**src/rtl/dac_pkg.sv**
```systemverilog
// Shared types and default timing for the parallel-DAC write controller.
package dac_pkg;

   // Write-cycle phases; IDLE is the only phase that accepts a sample.
   typedef enum logic [1:0] {
      ST_IDLE   = 2'd0,
      ST_SETUP  = 2'd1,
      ST_STROBE = 2'd2,
      ST_HOLD   = 2'd3
   } dac_state_e;

   localparam int DAC_DATA_W    = 8;
   localparam int DAC_SETUP_CYC = 1;
   localparam int DAC_WR_CYC    = 2;
   localparam int DAC_HOLD_CYC  = 1;

   // Width of the phase timer: it holds at most max(phase lengths)-1,
   // and never drops below one bit.
   function automatic int dac_timer_w(input int setup_cyc, input int wr_cyc,
                                      input int hold_cyc);
      int m;
      m = setup_cyc;
      if (wr_cyc > m)   m = wr_cyc;
      if (hold_cyc > m) m = hold_cyc;
      if (m <= 2) return 1;
      return $clog2(m);
   endfunction

endpackage

```
**src/rtl/dac_write_ctrl_timer.sv**
```systemverilog
// Loadable down-counter that times the SETUP, STROBE and HOLD phases.
// A load takes priority; otherwise the count decrements and parks at zero.
module dac_cyc_timer #(
   parameter int W = 1
) (
   input  logic         clk,
   input  logic         rst,
   input  logic         load,
   input  logic [W-1:0] load_val,
   output logic         zero
);

   logic [W-1:0] count;

   // Load or count down towards zero.
   always_ff @(posedge clk or posedge rst) begin
      if (rst) begin
         count <= '0;
      end else if (load) begin
         count <= load_val;
      end else if (count != '0) begin
         count <= count - W'(1);
      end
   end

   assign zero = (count == '0);

endmodule

```
**src/rtl/dac_write_ctrl.sv**
```systemverilog
// Turns each accepted sample into one timed parallel-DAC write cycle.
//
// Handshake: a sample is taken on a clk_5M edge where sample_valid and
// sample_ready are both high; sample_ready is high only in IDLE, so the
// upstream stage may hold valid asserted and the next sample is taken in
// the IDLE cycle that carries write_done.
//
// All bus outputs (CS, WR, A/B, data) are flops loaded from the next-state
// decode, so they line up with the FSM phase without a combinational path
// from the inputs.
module dac_write_ctrl
   import dac_pkg::*;
#(
   parameter int DATA_W    = DAC_DATA_W,
   parameter int SETUP_CYC = DAC_SETUP_CYC,
   parameter int WR_CYC    = DAC_WR_CYC,
   parameter int HOLD_CYC  = DAC_HOLD_CYC,
   parameter int CNT_W     = 16
) (
   input  logic              clk_5M,
   input  logic              rst,
   input  logic [DATA_W-1:0] sample_in,
   input  logic              sample_chan,
   input  logic              sample_valid,
   output logic              sample_ready,
   output logic              DAC_CS,
   output logic              DAC_WR,
   output logic              DACAB,
   output logic [DATA_W-1:0] DAC_DATA,
   output logic              write_done,
   output logic [CNT_W-1:0]  write_cnt
);

   localparam int TW = dac_timer_w(SETUP_CYC, WR_CYC, HOLD_CYC);

   localparam logic [TW-1:0] SETUP_LD = TW'(SETUP_CYC - 1);
   localparam logic [TW-1:0] WR_LD    = TW'(WR_CYC - 1);
   localparam logic [TW-1:0] HOLD_LD  = TW'(HOLD_CYC - 1);

   // Current phase; kept as a named enum so checkers can bind to it.
   dac_state_e state;
   dac_state_e next_state;

   logic          tmr_load;
   logic [TW-1:0] tmr_load_val;
   logic          tmr_zero;
   logic          accept;
   logic          done_evt;

   assign accept = sample_valid && sample_ready;

   dac_cyc_timer #(
      .W(TW)
   ) u_timer (
      .clk      (clk_5M),
      .rst      (rst),
      .load     (tmr_load),
      .load_val (tmr_load_val),
      .zero     (tmr_zero)
   );

   // Phase sequencing and timer reloads at each phase boundary.
   always_comb begin
      next_state   = state;
      tmr_load     = 1'b0;
      tmr_load_val = '0;
      done_evt     = 1'b0;
      unique case (state)
         ST_IDLE: begin
            if (accept) begin
               next_state   = ST_SETUP;
               tmr_load     = 1'b1;
               tmr_load_val = SETUP_LD;
            end
         end
         ST_SETUP: begin
            if (tmr_zero) begin
               next_state   = ST_STROBE;
               tmr_load     = 1'b1;
               tmr_load_val = WR_LD;
            end
         end
         ST_STROBE: begin
            if (tmr_zero) begin
               next_state   = ST_HOLD;
               tmr_load     = 1'b1;
               tmr_load_val = HOLD_LD;
            end
         end
         ST_HOLD: begin
            if (tmr_zero) begin
               next_state = ST_IDLE;
               done_evt   = 1'b1;
            end
         end
         default: next_state = ST_IDLE;
      endcase
   end

   // State register plus the bus strobes decoded from the next phase.
   always_ff @(posedge clk_5M or posedge rst) begin
      if (rst) begin
         state        <= ST_IDLE;
         DAC_CS       <= 1'b1;
         DAC_WR       <= 1'b1;
         sample_ready <= 1'b0;
      end else begin
         state        <= next_state;
         DAC_CS       <= (next_state == ST_IDLE);
         DAC_WR       <= (next_state != ST_STROBE);
         sample_ready <= (next_state == ST_IDLE);
      end
   end

   // Data and channel are captured only when a sample is accepted.
   always_ff @(posedge clk_5M or posedge rst) begin
      if (rst) begin
         DAC_DATA <= '0;
         DACAB    <= 1'b0;
      end else if (accept) begin
         DAC_DATA <= sample_in;
         DACAB    <= sample_chan;
      end
   end

   // Completion pulse and free-running (wrapping) write counter.
   always_ff @(posedge clk_5M or posedge rst) begin
      if (rst) begin
         write_done <= 1'b0;
         write_cnt  <= '0;
      end else begin
         write_done <= done_evt;
         if (done_evt) begin
            write_cnt <= write_cnt + CNT_W'(1);
         end
      end
   end

endmodule

```
**config.mk**
```make
export PLATFORM = sky130hd
export DESIGN_NAME = dac_write_ctrl
export DESIGN_NICKNAME = d
export VERILOG_FILES = /design/src/rtl/dac_pkg.sv /design/src/rtl/dac_write_ctrl_timer.sv /design/src/rtl/dac_write_ctrl.sv
export SDC_FILE = /design/constraint.sdc
export NUM_CORES = 1
export LEC_CHECK = 0
export CORE_ASPECT_RATIO = 1.2
export CORE_UTILIZATION = 40
export DETAILED_ROUTE_END_ITERATION = 8
export HOLD_SLACK_MARGIN = 0.06
export PLACE_DENSITY = 0.77
export SETUP_SLACK_MARGIN = 0.1
export SYNTH_ARGS = -nofsm -noshare
export SYNTH_HDL_FRONTEND = slang
export SYNTH_SLANG_ARGS = --single-unit
```
**constraint.sdc**
```tcl
create_clock -name clk_5M -period 1.21 [get_ports clk_5M]
set_input_delay 0.3025 -clock clk_5M [delete_from_list [all_inputs] [get_ports clk_5M]]
set_output_delay 0.3025 -clock clk_5M [all_outputs]
set_load 0.05 [all_outputs]
```
==> results of run 1 <==
==> stage by stage <==
step	setup TNS, ns	hold slack, ns	setup slack (ns)	utilization (%)
after global routing	-5.28	0.341	-0.290	94.7
final	-3.91	0.345	-0.263	94.7
after CTS	-2.32	0.231	-0.152	86.4
after floorplan	-1.12	0.416	-0.184	-
after detailed placement	-2.94	0.544	-0.237	72.9
after global placement	-1.92	0.522	-0.184	72.9
==> cells in the mapped netlist (all sizes together) <==
master | count | area share (%)
dfstp | 2 | 4.1
ha | 1 | 0.97
clkinv | 1 | 0.39
o21a | 1 | 0.58
nand4 | 5 | 2.9
nand3 | 3 | 1.2
mux2 | 9 | 7.9
xnor2 | 12 | 8.1
nand3b | 1 | 0.87
and3 | 5 | 2.8
nand2 | 8 | 2.3
xor2 | 4 | 3.3
a21oi | 2 | 0.78
nand2b | 2 | 0.97
inv | 2 | 0.58
nor2 | 5 | 1.5
nor2b | 1 | 0.49
a21o | 1 | 0.58
dfrtp | 30 | 58
and4 | 2 | 1.6
==> what timing repair did <==
action                                  4_1_cts  5_1_grt
buffers inserted                             28       17
gates cloned                                  0        1
pin swaps                                    10       17
hold buffers                                  0        0
endpoints found under the setup margin       44       55
resized for setup                            32       29
==> worst max-delay path: stages, from the launching register on <==
cell	delay, ns
dfrtp_2	0.42
buf_6	0.11
ha_2	0.21
nand4_4	0.15
buf_4	0.19
xnor2_1	0.27
==> cell families (layout without fill, tap and decap cells) <==
| family | after synthesis | after routing | share of synthesized area (%) |
|---|---|---|---|
| flops | 32 | 32 | 62.3 |
| simple gates | 32 | 33 | 14.5 |
| xor+xnor | 16 | 16 | 11.4 |
| mux | 9 | 9 | 7.86 |
| compound gates | 4 | 4 | 1.94 |
| buf+inv | 3 | 112 | 0.970 |
| fa+ha+maj | 1 | 1 | 0.970 |
==> power by group <==
group / internal, uW / leakage, uW / switching [uW]
clock: 433 / 0.0000422 / 388
combinational: 2240 / 0.000985 / 2070
sequential: 1440 / 0.000385 / 396
total: 4120 / 0.00141 / 2860
==> per-layer routing <==
layer | share of wire [%] | vias up | track usage (%)
met5 | 0 | - | 0
met4 | 6.2 | 0 | 13.5
met3 | 3.8 | 26 | 8.33
met2 | 56 | 58 | 48.3
met1 | 34 | 665 | 24.5
li1 | - | 545 | -
==> registers in the layout, summed over array words and instances, names as in the netlist <==
signal,flops
DAC_CS,1
u_timer.count,1
DAC_DATA,8
sample_ready,1
state,2
DACAB,1
write_cnt,16
DAC_WR,1
write_done,1
==> final cells by class <==
type / count / area share [%]
repair buffers: 101 / 42.8
flip-flops and latches: 32 / 28.4
multi-input cells: 63 / 24.1
well taps: 36 / 1.56
clock buffers: 6 / 1.43
clock inverters: 2 / 1.21
inverters: 3 / 0.562
==> worst max-delay path by stage <==
| stage | from | to | slack, ns |
|---|---|---|---|
| 2_1_floorplan | write_cnt[2] | write_cnt[9] | -0.18 |
| 3_3_place_gp | sample_valid | DAC_DATA[5] | -0.18 |
| 3_5_place_dp | sample_valid | DAC_DATA[7] | -0.24 |
| 4_1_cts | write_cnt[0] | write_cnt[0] | -0.15 |
| 5_1_grt | write_cnt[1] | write_cnt[6] | -0.29 |
| 6_report | write_cnt[1] | write_cnt[6] | -0.26 |
==> metrics.md, run 1 <==
| Metric | Value |
|---|---|
| Syn Nets | 110 |
| CTS Buf Count | 5 |
| Initial antenna violation count | 0 |
| Failing checks | negative setup slack |
| Die ar. | 0.00346 mm^2 |
| Crit Reg-Reg Endpoint | write_cnt[6] |
| H-Tree Depth | 2 |
| Number of global-route vias before repair | 1311 |
| DRC Markers | 0 |
| Power Total | 6970 uW |
| Vias/cell | 5.33 |
| CP Max Fanout | 5 |
| Core area | 0.00306 mm^2 |
| Row cnt | 22 |
| Synthesis-to-layout area growth | 124% |
| Post-synthesis average cell area | 13.3 um^2 |
| Slew HR | 64.8% |
| Max Cap Viol | 0 |
| Power Density | 2410 mW/mm^2 |
| FF-to-FF path depth | 5 |
| Worst flop-to-flop path startpoint | write_cnt[1] |
| Die X | 53.8 um |
| Clk buf depth | 2 |
| Root Buffer | clkbuf_4 |
| Largest net degree at the start of global routing | 26 |
| # port buffers | 40 |
| Drt first-iter violations | 45 |
| Grt total ovfl | 0 |
| Worst Path Required | 1.44 ns |
| Worst vdd ir | 0.00322 V |
| Placed Cells | 192 |
| Chip height | 64.2 um |
| #FFs+latches synth | 32 |
| CTS sink cnt | 32 |
| Post-synthesis sequential area ratio | 62.3% |
| Final Cycle Share | 122% |
| RSZ-0062 raised after global routing | yes |
| Clk Latency, worst-skew pair | 0.35 ns |
| Starting Density | 42.2% |
| Worst hold path type | input port to asynchronous set/reset pin |
| Max Slew Vio Count | 0 |
| Gr usage total | 26.4% |
| WL per Instance | 23.9 um |
| Clock period minus worst slack | 1.47 ns |
| Most frequent cells in the layout | 38 x buf_4, 29 x buf_12, 23 x buf_6, 16 x dfrtp_1, 14 x dfrtp_2 |
| Dpl hpwl | 2290 um |
| Final setup margin | -0.263 ns |
| Layout cells sized above 1 | 73.4% |
| # nets final | 219 |
| Worst Max-Slew Pin Slew | 0.527 ns |
| Total number of vias | 1294 |
| Yosys warnings | 0 |
| Cell Area, Synth | 0.00129 mm^2 |
| Final hold violation count | 0 |
| RD Place Congestion | 0.716 |
| Clk slew on worst S/H paths | 0.10 ns |
| CTS tree | yes |
| First-pass GRT wire length | 6130 um |
| Status | finished with violations |
| Setup violators final | 43 |
| Register Area | 821 um^2 |
| Final Cell Area | 0.00289 mm^2 |
| Crit path arrival time | 1.70 ns |
| FMAX | 679 MHz |
| Final Non-Filler Cells | 243 |
| R2R setup slack | -0.26 ns |
| First-pass DRT Iterations | 4 |
| Worst Setup End Kind | flop |
| Ant. Diodes | 0 |
| Clock skew | 0.00872 ns |
| Top Ports | 41 |
| Multi-input gate area | 698 um^2 |
| DRT antenna net count | 0 |
| Placed inst area | 0.00223 mm^2 |
| Startpoint types | flop |
| Lkg Pwr | 0.00141 uW |
| Commonest non-fill, non-tap cell in the layout | buf_4 |
| Unique masters post-synth | 24 |
| DRT Wirelength | 5800 um |
| Critical path class | flop to flop |
| Fill cells | 57 |
| Gate Count Post-Synth | 97 |
Power figures use the tool's default switching activity.
==> run 2: changes to the inputs <==
- CORE_MARGIN: not set -> 10
- REMOVE_ABC_BUFFERS: not set -> 1
==> run 2 against run 1 <==
Against the previous run:
- the flow still finishes with violations (negative setup slack)
- clock skew is 0.0037 ns lower
- total power is 10% lower
- worst setup slack improved by 0.13 ns
- critical path depth down 3
- cell area fell by 9.0%
- sequential cell count is the same
- largest cell class unchanged
- final cell count down 5.8%
- first-iteration DRC count increased by 11%
- maximum frequency up 9.4%
- core utilization decreased by 9.3 points
- largest power group unchanged
==> metrics.md, run 2 (synthesis results as in run 1) <==
| Metric | Value |
|---|---|
| # port buffers | 40 |
| Lkg Pwr | 0.00127 uW |
| Slew HR | 82.2% |
| Worst vdd ir | 0.00229 V |
| Setup_tns | -1.89 ns |
| Worst Path Required | 0.91 ns |
| Max Cap Viol | 0 |
| Fill cells | 136 |
| H-Tree Depth | 2 |
| Starting Density | 41.8% |
| Setup violators final | 28 |
| Critical Path, Cell by Cell | buf_6 > buf_12 |
| Biggest regs | write_cnt (16), DAC_DATA (8), state (2) |
| Most frequent cells in the layout | 33 x buf_4, 31 x buf_12, 27 x dfrtp_1, 13 x buf_6, 10 x clkdlybuf4s50_1 |
| Met2 usage | 25.9% |
| GR Util met3 | 5.97% |
| Placed inst area | 0.00220 mm^2 |
| Worst Setup End Kind | output port |
| Die X | 71.8 um |
| Max reg flops | 16 |
| # nets final | 205 |
| Root Buffer | clkbuf_4 |
| Worst Max-Slew Pin Slew | 0.266 ns |
| Total number of vias | 1137 |
| First-pass GRT wire length | 6490 um |
| Largest net degree at the start of global routing | 33 |
| Clk Latency, worst-skew pair | 0.32 ns |
| Max Slew Vio Count | 0 |
| WP buf/inv | 2 |
| Clock skew | 0.00499 ns |
| Grt total ovfl | 0 |
| Core area | 0.00308 mm^2 |
| Ant. Diodes | 0 |
| Top Usage Layer GRT | met2 |
| DRC Markers | 0 |
| Commonest non-fill, non-tap cell in the layout | buf_4 |
| FMAX | 743 MHz |
| Synthesis-to-layout area growth | 104% |
| RSZ-0062 raised after global routing | yes |
| Drt first-iter violations | 50 |
| Gr usage total | 13.9% |
| Hold Buf Count CTS | 0 |
| RD Place Congestion | 0.757 |
| First-pass DRT Iterations | 4 |
| Register name with the most flops | write_cnt |
| Met1 usage | 13.8% |
| Final Cell Area | 0.00263 mm^2 |
| Chip height | 82.2 um |
| DRT Wirelength | 4260 um |
| Critical path's slowest cell | dfrtp_1 |
| CTS tree | yes |
| Final Cycle Share | 111% |
| DRT antenna net count | 0 |
| CTS Buf Count | 5 |
| Worst hold path type | input port to asynchronous set/reset pin |
| Worst flop-to-flop path startpoint | write_cnt[0] |
| Layout cells sized above 1 | 61.1% |
| WL per Instance | 18.6 um |
| Clock period minus worst slack | 1.35 ns |
| CP Max Fanout | 3 |
| Die ar. | 0.00591 mm^2 |
| Vias/cell | 4.97 |
| FF-to-FF path depth | 4 |
| Dpl hpwl | 2600 um |
| Clk buf depth | 2 |
| Max incr delay on CP | 0.44 ns |
| Status | finished with violations |
| Final setup margin | -0.136 ns |
| Top Ports | 41 |
| Critical path class | flop to output port |
| Final hold violation count | 0 |
| Number of global-route vias before repair | 1264 |
| Startpoint types | flop |
| Top delay family on crit path | flip-flops |
| Power Density | 2380 mW/mm^2 |
| Initial antenna violation count | 0 |
| Dpl ws | -0.251 ns |
| R2R setup slack | -0.11 ns |
| Clk slew on worst S/H paths | 0.10 ns |
| Crit path arrival time | 1.04 ns |
| Crit Reg-Reg Endpoint | write_cnt[9] |
| CTS sink cnt | 32 |
| Failing checks | negative setup slack |
| Row cnt | 22 |
-- run 2: cell count changes in the layout (fill, tap and decap cells not counted), moves of 3 or more --
cell     change
dfrtp_1     +11
buf_4        -5
mux2_4       -8
nor2_4       -3
buf_6       -10
mux2_2       +8
dfrtp_2     -11
-- run 2: how the worst max path moves through the flow --
stage | start | end | slack (ns) | depth (start not counted)
6_report | write_cnt[0] | write_cnt[0] | -0.14 | 2
4_1_cts | write_cnt[0] | write_cnt[0] | -0.13 | 2
2_1_floorplan | write_cnt[2] | write_cnt[9] | -0.37 | 4
3_3_place_gp | sample_valid | DAC_DATA[1] | -0.20 | 4
5_1_grt | write_cnt[0] | write_cnt[9] | -0.20 | 4
3_5_place_dp | sample_valid | DAC_DATA[7] | -0.25 | 4
-- run 2: worst min-delay path, stage by stage --
cell             delay, ns
clkdlybuf4s50_1       0.40
inv_1                 0.10
buf_12                0.21
-- run 2: cell type report --
cell class	count	area [um^2]	area share (%)
sequential	32	807	30.7
timing repair buffer	88	1130	42.8
tap	36	45.0	1.71
inverter	3	16.3	0.618
multi-input combinational	62	578	22.0
clock buffer	8	58.8	2.23
-- run 2: power breakdown --
group          switching (uW)  leakage, uW  internal (uW)  total [uW]
clock                     348    0.0000326            287         635
combinational            1860     0.000835           2020        3880
sequential                325     0.000401           1420        1750
total                    2530      0.00127           3730        6260
-- run 2: routing by layer --
metal | vias to the layer above | share of wire (%) | wire length [um]
met5 | - | 0 | 0
met4 | 0 | 1.2 | 49
met3 | 7 | 5.9 | 253
met2 | 40 | 55 | 2360
met1 | 571 | 37 | 1590
li1 | 519 | - | -
-- run 2: repair_timing --
action / in CTS / in global routing
pin swaps: 9 / 8
resized for setup: 24 / 16
buffers inserted: 23 / 5
endpoints found under the setup margin: 43 / 53
endpoints found under the hold margin: 0 / 0
-- run 2: through the flow --
step	std cells	total power [uW]	util (%)	hold slack (ns)
2_1_floorplan	97	3180	-	0.417
3_3_place_gp	193	4970	71.4	0.521
3_5_place_dp	193	5080	71.4	0.526
4_1_cts	224	6060	82.1	0.321
5_1_grt	229	6510	85.4	0.341
6_report	229	6260	85.4	0.325
==> run 3: changes to the inputs <==
- CELL_PAD_IN_SITES_DETAIL_PLACEMENT: not set -> 0
- CELL_PAD_IN_SITES_GLOBAL_PLACEMENT: not set -> 2
- CORE_UTILIZATION: 40 -> 28
- CTS_BUF_LIST: not set -> sky130_fd_sc_hd__clkbuf_8
- GPL_ROUTABILITY_DRIVEN: not set -> 0
- PLACE_DENSITY: 0.77 -> 0.82
==> run 3 against run 2 <==
Against the previous run:
- largest power group unchanged
- largest cell class unchanged
- wire length is 9.4% lower
- combinational power barely moved
- the run still ends with negative setup slack left
- clock power up 38%
==> metrics.md, run 3 (synthesis results as in run 1) <==
| Metric | Value |
|---|---|
| Status | finished with violations |
| Failing checks | negative setup slack |
| Clk buf depth | 2 |
| R2R setup slack | -0.07 ns |
| Gr usage total | 10.3% |
| Clock skew | 0.00384 ns |
| H-Tree Depth | 2 |
| Clk slew on worst S/H paths | 0.06 ns |
| Max Slew Vio Count | 0 |
| Initial antenna violation count | 0 |
| Dpl hpwl | 2550 um |
| Synthesis-to-layout area growth | 114% |
| Dpl ws | -0.231 ns |
| Row cnt | 27 |
| Ant. Diodes | 0 |
| Number of global-route vias before repair | 1226 |
| Worst vdd ir | 0.00156 V |
| Total number of vias | 1106 |
| DRC Markers | 0 |
| Critical Path, Cell by Cell | and3_2 > and3_4 > and4_4 > xor2_2 |
| Drt first-iter violations | 27 |
| Worst hold path type | input port to asynchronous set/reset pin |
| Crit Reg-Reg Endpoint | write_cnt[9] |
| Worst flop-to-flop path startpoint | write_cnt[4] |
| CTS tree | yes |
| Die X | 82.0 um |
| Max Cap Viol | 0 |
| Starting Density | 28.5% |
| Chip height | 94.4 um |
| CTS sink cnt | 32 |
| Final hold violation count | 0 |
| Critical Path Source | write_cnt[4] |
| Max incr delay on CP | 0.39 ns |
| # nets final | 210 |
| Slew HR | 88.3% |
| Clk Latency, worst-skew pair | 0.28 ns |
| Layout cells sized above 1 | 62.6% |
| Register name with the most flops | write_cnt |
| RSZ-0062 raised after global routing | yes |
| FMAX | 784 MHz |
| FF-to-FF path depth | 4 |
| First-pass GRT wire length | 6180 um |
| Final setup margin | -0.0656 ns |
| CTS Buf Count | 5 |
| Vias/cell | 4.32 |
| Root Buffer | clkbuf_8 |
| Max reg flops | 16 |
| Startpoint types | flop |
| Commonest non-fill, non-tap cell in the layout | buf_4 |
| Largest net degree at the start of global routing | 33 |
| Power Total | 6510 uW |
| Final Cycle Share | 105% |
| Hold Buf Count CTS | 0 |
| CP Max Fanout | 5 |
| Die ar. | 0.00773 mm^2 |
| Most frequent cells in the layout | 35 x buf_4, 30 x buf_12, 27 x dfrtp_1, 16 x buf_6 |
| Lkg Pwr | 0.00133 uW |
| Clock period minus worst slack | 1.28 ns |
| Critical path's slowest cell | dfrtp_1 |
| Core area | 0.00453 mm^2 |
| Biggest regs | write_cnt (16), DAC_DATA (8), state (2) |
| Power Density | 2360 mW/mm^2 |
| Setup violators final | 18 |
| DRT Wirelength | 3850 um |
| Setup crit end | write_cnt[9] |
| Crit path arrival time | 1.44 ns |
| # port buffers | 40 |
| Worst Path Required | 1.37 ns |
| Top Ports | 41 |
| Critical path class | flop to flop |
| First-pass DRT Iterations | 4 |
| Worst Max-Slew Pin Slew | 0.176 ns |
| DRT antenna net count | 0 |
| WL per Instance | 15.1 um |
| Worst Setup End Kind | flop |
| Grt total ovfl | 0 |
run 3: cell types whose count changed in the layout (fill, tap and decap cells not counted), moves of 3 or more:
cell,delta
buf_6,+3
mux2_4,+8
clkbuf_8,+6
clkbuf_4,-5
mux2_2,-8
run 3: what timing repair did:
| item | 4_1_cts | 5_1_grt |
|---|---|---|
| cloned | 1 | 0 |
| endpoints found under the setup margin | 52 | 52 |
| pin swaps | 6 | 7 |
| buffers inserted | 22 | 10 |
| resized for setup | 35 | 15 |
run 3: area by class of cell:
cell class / count / area (um^2)
Fill cell: 367 / 1770
Timing Repair Buffer: 93 / 1180
Sequential cell: 32 / 807
Multi-Input combinational cell: 62 / 588
Clock buffer: 7 / 96.3
Tap cell: 58 / 72.6
Inverter: 3 / 16.3
Clock inverter: 1 / 3.75
run 3: worst min path at each step:
stage | slack (ns) | start | cells after the start | to
after floorplan | 0.42 | rst | 1 | DACAB
final | 0.39 | rst | 3 | write_cnt[12]
after global routing | 0.44 | rst | 3 | DAC_DATA[4]
after global placement | 0.52 | write_cnt[15] | 1 | write_cnt[15]
after detailed placement | 0.53 | write_cnt[15] | 1 | write_cnt[15]
after CTS | 0.40 | rst | 3 | write_cnt[14]
run 3: routing by layer:
metal	up-vias	part of all wire, %	global-route usage, %
met3	4	5.4	3.71
met5	-	0	0
li1	531	-	-
met2	28	57	18.3
met4	0	1.3	4.26
met1	543	37	10.6
run 3: critical path, delay by kind of cell, from the launching register on:
kind | cells | cell delay, ns
and+or+nand+nor | 3 | 0.62
DFF | 1 | 0.39
xor gates and xnor gates | 1 | 0.16
run 3: stage by stage:
stage	instances	setup TNS, ns	area (um^2)	utilization (%)	hold slack, ns
after global placement	216	-2.71	2240	49.4	0.517
final	256	-0.735	2760	61.0	0.386
after detailed placement	216	-3.15	2240	49.4	0.529
after CTS	247	-0.791	2660	58.7	0.399
after global routing	256	-1.64	2760	61.0	0.436
after floorplan	97	-4.88	1290	-	0.417
run 3: power by group:
part | internal [uW] | total (uW) | switching [uW]
clock network | 510 | 878 | 367
logic | 2110 | 3870 | 1760
registers | 1430 | 1760 | 334
total | 4050 | 6510 | 2470
